$ cat src/rtl/synth_pkg.sv
// Shared types for the wave sequencer: wave encodings, FSM states and pattern entry layout.
package synth_pkg;

  localparam logic [1:0] WAVE_SINE   = 2'b00;
  localparam logic [1:0] WAVE_SQUARE = 2'b01;
  localparam logic [1:0] WAVE_SAW    = 2'b10;

  localparam int DEF_INC_W = 16;
  localparam int DEF_DUR_W = 16;

  typedef enum logic [1:0] {
    ST_IDLE,
    ST_LOAD,
    ST_PLAY,
    ST_GAP
  } seq_state_e;

  typedef struct packed {
    logic [1:0]           wave;
    logic [DEF_INC_W-1:0] inc;
    logic [DEF_DUR_W-1:0] dur;
  } seq_entry_t;

endpackage

$ cat src/rtl/seq_pattern_ram.sv
// Pattern table: one synchronous write port, one combinational read port, async clear.
module seq_pattern_ram #(
  parameter int DEPTH  = 8,
  parameter int ADDR_W = 3,
  parameter int WORD_W = 34
) (
  input  logic              clk,
  input  logic              rst,
  input  logic              wr_en,
  input  logic [ADDR_W-1:0] wr_addr,
  input  logic [WORD_W-1:0] wr_data,
  input  logic [ADDR_W-1:0] rd_addr,
  output logic [WORD_W-1:0] rd_data
);

  logic [WORD_W-1:0] mem [DEPTH];

  always_ff @(posedge clk or posedge rst) begin
    if (rst) begin
      for (int i = 0; i < DEPTH; i++) mem[i] <= '0;
    end else if (wr_en) begin
      mem[wr_addr] <= wr_data;
    end
  end

  // Read is combinational so a same-cycle write is only seen on the following cycle.
  assign rd_data = mem[rd_addr];

endmodule

$ cat src/rtl/wave_sequencer.sv
// Note sequencer: walks the pattern table and drives wave type, phase increment and gate.
//   state | meaning
//   IDLE  | waiting for Start, gate low
//   LOAD  | read entry[idx], start a note or finish the pattern
//   PLAY  | gate high, duration counter running
//   GAP   | gate low between notes
module wave_sequencer
  import synth_pkg::*;
#(
  parameter int STEPS      = 8,
  parameter int ADDR_W     = 3,
  parameter int INC_W      = 16,
  parameter int DUR_W      = 16,
  parameter int GAP_CYCLES = 2
) (
  input  logic              Clock,
  input  logic              Reset,
  input  logic              Start,
  input  logic              Stop,
  input  logic              Loop,
  input  logic              WrEn,
  input  logic [ADDR_W-1:0] WrAddr,
  input  logic [1:0]        WrWaveType,
  input  logic [INC_W-1:0]  WrPhaseInc,
  input  logic [DUR_W-1:0]  WrDuration,
  output logic [1:0]        WaveType,
  output logic [INC_W-1:0]  PhaseInc,
  output logic              Gate,
  output logic [ADDR_W-1:0] StepIndex,
  output logic              StepStrobe,
  output logic              Busy,
  output logic              Done
);

  localparam int WORD_W = 2 + INC_W + DUR_W;
  localparam logic [ADDR_W-1:0] LAST_IDX = ADDR_W'(STEPS - 1);

  seq_state_e        state_q, state_nxt;
  logic [ADDR_W-1:0] idx_q, idx_nxt;
  logic              wrap_q, wrap_nxt;
  logic [DUR_W-1:0]  cnt_q, cnt_nxt;
  logic              latch_note;
  logic              strobe_nxt;
  logic              done_nxt;

  logic [WORD_W-1:0] rd_word;
  logic [1:0]        rd_wave;
  logic [INC_W-1:0]  rd_inc;
  logic [DUR_W-1:0]  rd_dur;

  assign {rd_wave, rd_inc, rd_dur} = rd_word;

  seq_pattern_ram #(
    .DEPTH  (STEPS),
    .ADDR_W (ADDR_W),
    .WORD_W (WORD_W)
  ) u_ram (
    .clk     (Clock),
    .rst     (Reset),
    .wr_en   (WrEn),
    .wr_addr (WrAddr),
    .wr_data ({WrWaveType, WrPhaseInc, WrDuration}),
    .rd_addr (idx_q),
    .rd_data (rd_word)
  );

  always_comb begin
    state_nxt  = state_q;
    idx_nxt    = idx_q;
    wrap_nxt   = wrap_q;
    cnt_nxt    = cnt_q;
    latch_note = 1'b0;
    strobe_nxt = 1'b0;
    done_nxt   = 1'b0;
    if (Stop) begin
      state_nxt = ST_IDLE;
    end else begin
      case (state_q)
        ST_IDLE: begin
          if (Start) begin
            state_nxt = ST_LOAD;
            idx_nxt   = '0;
            wrap_nxt  = 1'b0;
          end
        end
        ST_LOAD: begin
          if (wrap_q || rd_dur == '0) begin
            // An end found at idx 0 without wrapping is an empty pattern; never loop on it.
            if ((!wrap_q && idx_q == '0) || !Loop) begin
              state_nxt = ST_IDLE;
              done_nxt  = 1'b1;
            end else begin
              idx_nxt  = '0;
              wrap_nxt = 1'b0;
            end
          end else begin
            latch_note = 1'b1;
            strobe_nxt = 1'b1;
            cnt_nxt    = rd_dur - 1'b1;
            state_nxt  = ST_PLAY;
          end
        end
        ST_PLAY: begin
          if (cnt_q != '0) begin
            cnt_nxt = cnt_q - 1'b1;
          end else if (GAP_CYCLES > 0) begin
            cnt_nxt   = DUR_W'(GAP_CYCLES - 1);
            state_nxt = ST_GAP;
          end else begin
            state_nxt = ST_LOAD;
            idx_nxt   = ADDR_W'(idx_q + 1'b1);
            wrap_nxt  = (idx_q == LAST_IDX);
          end
        end
        ST_GAP: begin
          if (cnt_q != '0) begin
            cnt_nxt = cnt_q - 1'b1;
          end else begin
            state_nxt = ST_LOAD;
            idx_nxt   = ADDR_W'(idx_q + 1'b1);
            wrap_nxt  = (idx_q == LAST_IDX);
          end
        end
        default: state_nxt = ST_IDLE;
      endcase
    end
  end

  always_ff @(posedge Clock or posedge Reset) begin
    if (Reset) begin
      state_q    <= ST_IDLE;
      idx_q      <= '0;
      wrap_q     <= 1'b0;
      cnt_q      <= '0;
      WaveType   <= '0;
      PhaseInc   <= '0;
      StepIndex  <= '0;
      StepStrobe <= 1'b0;
      Done       <= 1'b0;
    end else begin
      state_q    <= state_nxt;
      idx_q      <= idx_nxt;
      wrap_q     <= wrap_nxt;
      cnt_q      <= cnt_nxt;
      StepStrobe <= strobe_nxt;
      Done       <= done_nxt;
      // Note outputs change only when a new note is launched, so they hold through gaps.
      if (latch_note) begin
        WaveType  <= rd_wave;
        PhaseInc  <= rd_inc;
        StepIndex <= idx_q;
      end
    end
  end

  assign Gate = (state_q == ST_PLAY);
  assign Busy = (state_q != ST_IDLE);

endmodule

$ cat config.mk
export PLATFORM = sky130hd
export DESIGN_NAME = wave_sequencer
export DESIGN_NICKNAME = d
export VERILOG_FILES = /design/src/rtl/synth_pkg.sv /design/src/rtl/seq_pattern_ram.sv /design/src/rtl/wave_sequencer.sv
export SDC_FILE = /design/constraint.sdc
export NUM_CORES = 1
export LEC_CHECK = 0
export CORE_MARGIN = 2
export CORE_UTILIZATION = 51
export CTS_BUF_LIST = sky130_fd_sc_hd__clkbuf_8
export CTS_CLUSTER_DIAMETER = 40
export DETAILED_ROUTE_END_ITERATION = 8
export PLACE_DENSITY = 0.76
export SLEW_MARGIN = 20
export SYNTH_ARGS = -nofsm -noshare
export SYNTH_HDL_FRONTEND = slang
export SYNTH_SLANG_ARGS = --single-unit
export TNS_END_PERCENT = 50
$ cat constraint.sdc
create_clock -name Clock -period 26.1 [get_ports Clock]
set_clock_uncertainty 0.15 [all_clocks]
set_input_delay 3.915 -clock Clock [delete_from_list [all_inputs] [get_ports Clock]]
set_output_delay 3.915 -clock Clock [all_outputs]
set_load 0.005 [all_outputs]
==> summary.md <==
| Metric | Value |
|---|---|
| Final core occ | 58.6% |
| Status | complete, no violations |
| Cells after Synth | 1042 |
| P per Cell Area | 83.0 nW/µm² |
| Fin crit share | 24.0% |
| Crit path max fanout | 109 |
| Avg WL per Cell | 20.6 µm |
| Buffers added on ports | 67 |
| Vias per inst | 5.81 |
| Avg Inst Size Synth | 14.2 µm² |
| Min-Delay Path Class | flip-flop to flip-flop |
| Place WS | 19.12 ns |
| Layout Area Growth over Synthesis | 13.5% |
| Max Cap Violations | 0 |
| Crit path kind | primary input to asynchronous set/reset pin |
| Hold Fails Final Rpt | 0 |
| Nature of the critical path endpoint | asynchronous set/reset pin |
| TritonCTS Buffers | 51 |
| Fill count | 2226 |
| Sink Count | 317 |
| Initial drt markers | 533 |
| Post-CTS Resized | 0 |
| CTS tree | yes |
| Antenna-violating nets left | 0 |
| Synth Net Count | 1094 |
| Post-Route WL | 31500 µm |
| Relative slew slack | 33.7% |
| Fin Setup TNS | 0 ns |
| Worst skew pair latency | 0.58 ns |
| Die height | 174 µm |
| Share of cells above drive strength 1 | 39.3% |
| Pwr Total | 1.39 mW |
| Synth unique cells | 67 |
| H-tree depth | 2 |
| Row count | 62 |
| Gr ovfl total | 0 |
| Nets | 1165 |
| Root Buffer | clkbuf_8 |
| RSZ-0062 raised after global routing | no |
| Vias in the first global route | 9498 |
| Initial antenna violation count | 0 |
| DP HPWL | 18100 µm |
| VDD IR max | 0.0000491 V |
| TritonRoute pass-1 iters | 5 |
| Global-route wire length before repair | 52000 µm |
| Post-CTS setup buffer count | 0 |
| Register area share after synthesis | 53.7% |
| Initial cell density of the core | 51.7% |
| Crit path DAT | 6.69 ns |
| Final worst slack | 19.84 ns |
| Via Count | 8917 |
| Syn. warnings | 0 |
| Slew Viols, Final | 0 |
| Largest net degree at the start of global routing | 110 |
| Crit path time final | 6.26 ns |
| Mapped Area | 14800 µm² |
| Critical Path RT | 26.53 ns |
| GP Congestion | 0.775 |
| Worst Tran Pin Value | 0.995 ns |
| Die area | 30400 µm² |
| Fmax achieved | 160 MHz |
| Clk buf depth | 3 |
| Clock slew seen by the registers of the worst setup and hold paths | 0.06 ns |
| Post-synth EDFFs | 0 |
| Core ar. | 28600 µm² |
| Total Routing Usage GR | 21.5% |
| Leak pwr | 6.97 nW |
| # DRC | 0 |
| Final setup violation count | 0 |
| Asr flop ratio synth | 100% |
| CP Launch Type | primary input |
| # IOs | 68 |
| Main flop type after synthesis | dfrtp_1 |
| # hold bufs at CTS | 0 |
| ANT cells | 0 |
| Register bit total from synthesis | 317 |
| Die span in x | 174 µm |
## critical path: stages
cell             delay, ns
clkdlybuf4s50_1       0.50
inv_8                 0.54
buf_4                 0.81
buf_4                 0.80
## state kept, by name (all words and copies together) (netlist names)
name        cells
cnt_q          16
StepIndex       3
wrap_q          1
idx_q           3
u_ram.mem     272
state_q         2
PhaseInc       16
Done            1
WaveType        2
StepStrobe      1
## per-stage QoR
stage / instances / instance area (µm²) / hold slack (ns)
final: 1535 / 16800 / 0.350
after global routing: 1535 / 16800 / 0.361
after detailed placement: 1444 / 15800 / 0.336
after global placement: 1444 / 15800 / 0.332
after floorplan: 1042 / 14800 / 0.314
after CTS: 1535 / 16800 / 0.352
## power breakdown
part           internal, mW  switching, mW
Combinational         0.171          0.122
Sequential            0.611         0.0673
Clock                 0.228          0.194
## layer usage
layer / track usage (%) / vias up / part of all wire (%)
li1: - / 3983 / -
met1: 30.5 / 4694 / 46
met2: 35.3 / 192 / 49
met3: 3.24 / 48 / 3.9
met4: 4.94 / 0 / 1.5
met5: 0 / - / 0
## Yosys cell counts, types with 7 or more instances
cell	n	area, µm²
xnor2_1	9	78.8
nor2_1	33	124
nor3_1	10	50.1
a21oi_1	13	65.1
mux2i_1	15	150
mux4_2	64	1440
and2_1	7	43.8
ha_1	9	113
inv_1	14	52.6
clkbuf_1	40	150
dfrtp_1	317	7930
a31oi_1	19	119
a22o_1	10	87.6
nand2_1	78	293
mux2_2	274	3090
buf_1	8	30.0
o21ai_0	18	90.1
## cells in the final DEF (no fill, tap or decap), drive strengths merged, types with 6 or more instances in the layout
master	count
ha	9
nand2	79
xnor2	9
mux4	64
clkinv	7
o21ai	23
a22o	10
nor2	34
nor3	12
and2	8
clkdlybuf4s50	67
clkbuf	63
a31oi	20
mux2i	18
a21oi	14
inv	36
nand3	6
mux2	276
buf	14
dfrtp	317
o22ai	6
## final cells by class
cell class	count	area, µm²	share of cell area [%]
Sequential cell	317	7940	47.3
Multi-Input combinational cell	646	6500	38.7
Clock buffer	63	867	5.17
Timing Repair Buffer	81	776	4.62
Tap cell	384	480	2.86
Clock inverter	28	158	0.939
Inverter	16	67.6	0.402
## path summary, 6_finish.rpt
kind | endpoint | startpoint | cells after the start | slack, ns
min in group asynchronous | u_ram.mem[33]$_DFFE_PP0P_ | Reset | 2 | 3.76
worst min register to register | u_ram.mem[32]$_DFFE_PP0P_ | u_ram.mem[32]$_DFFE_PP0P_ | 1 | 0.35
worst max-delay path | u_ram.mem[239]$_DFFE_PP0P_ | Reset | 4 | 19.84
worst min-delay path | u_ram.mem[32]$_DFFE_PP0P_ | u_ram.mem[32]$_DFFE_PP0P_ | 1 | 0.35
worst max register to register | StepIndex[1]$_DFFE_PP0P_ | idx_q[2]$_DFFE_PP0P_ | 12 | 21.55
max in group Clock | Gate | state_q[0]$_DFFE_PP0P_ | 3 | 20.05
## logic make-up after synthesis
family	Yosys count	share of synthesized area [%]
buffers and inverters	79	2.55
DFF	317	53.7
xor gates and xnor gates	14	0.829
muxes	358	32.2
adders and majority gates	9	0.762
AOI/OAI and AO/OA	89	4.06
and+or+nand+nor	176	5.92
Note: power is estimated with default switching activity, not from simulation.
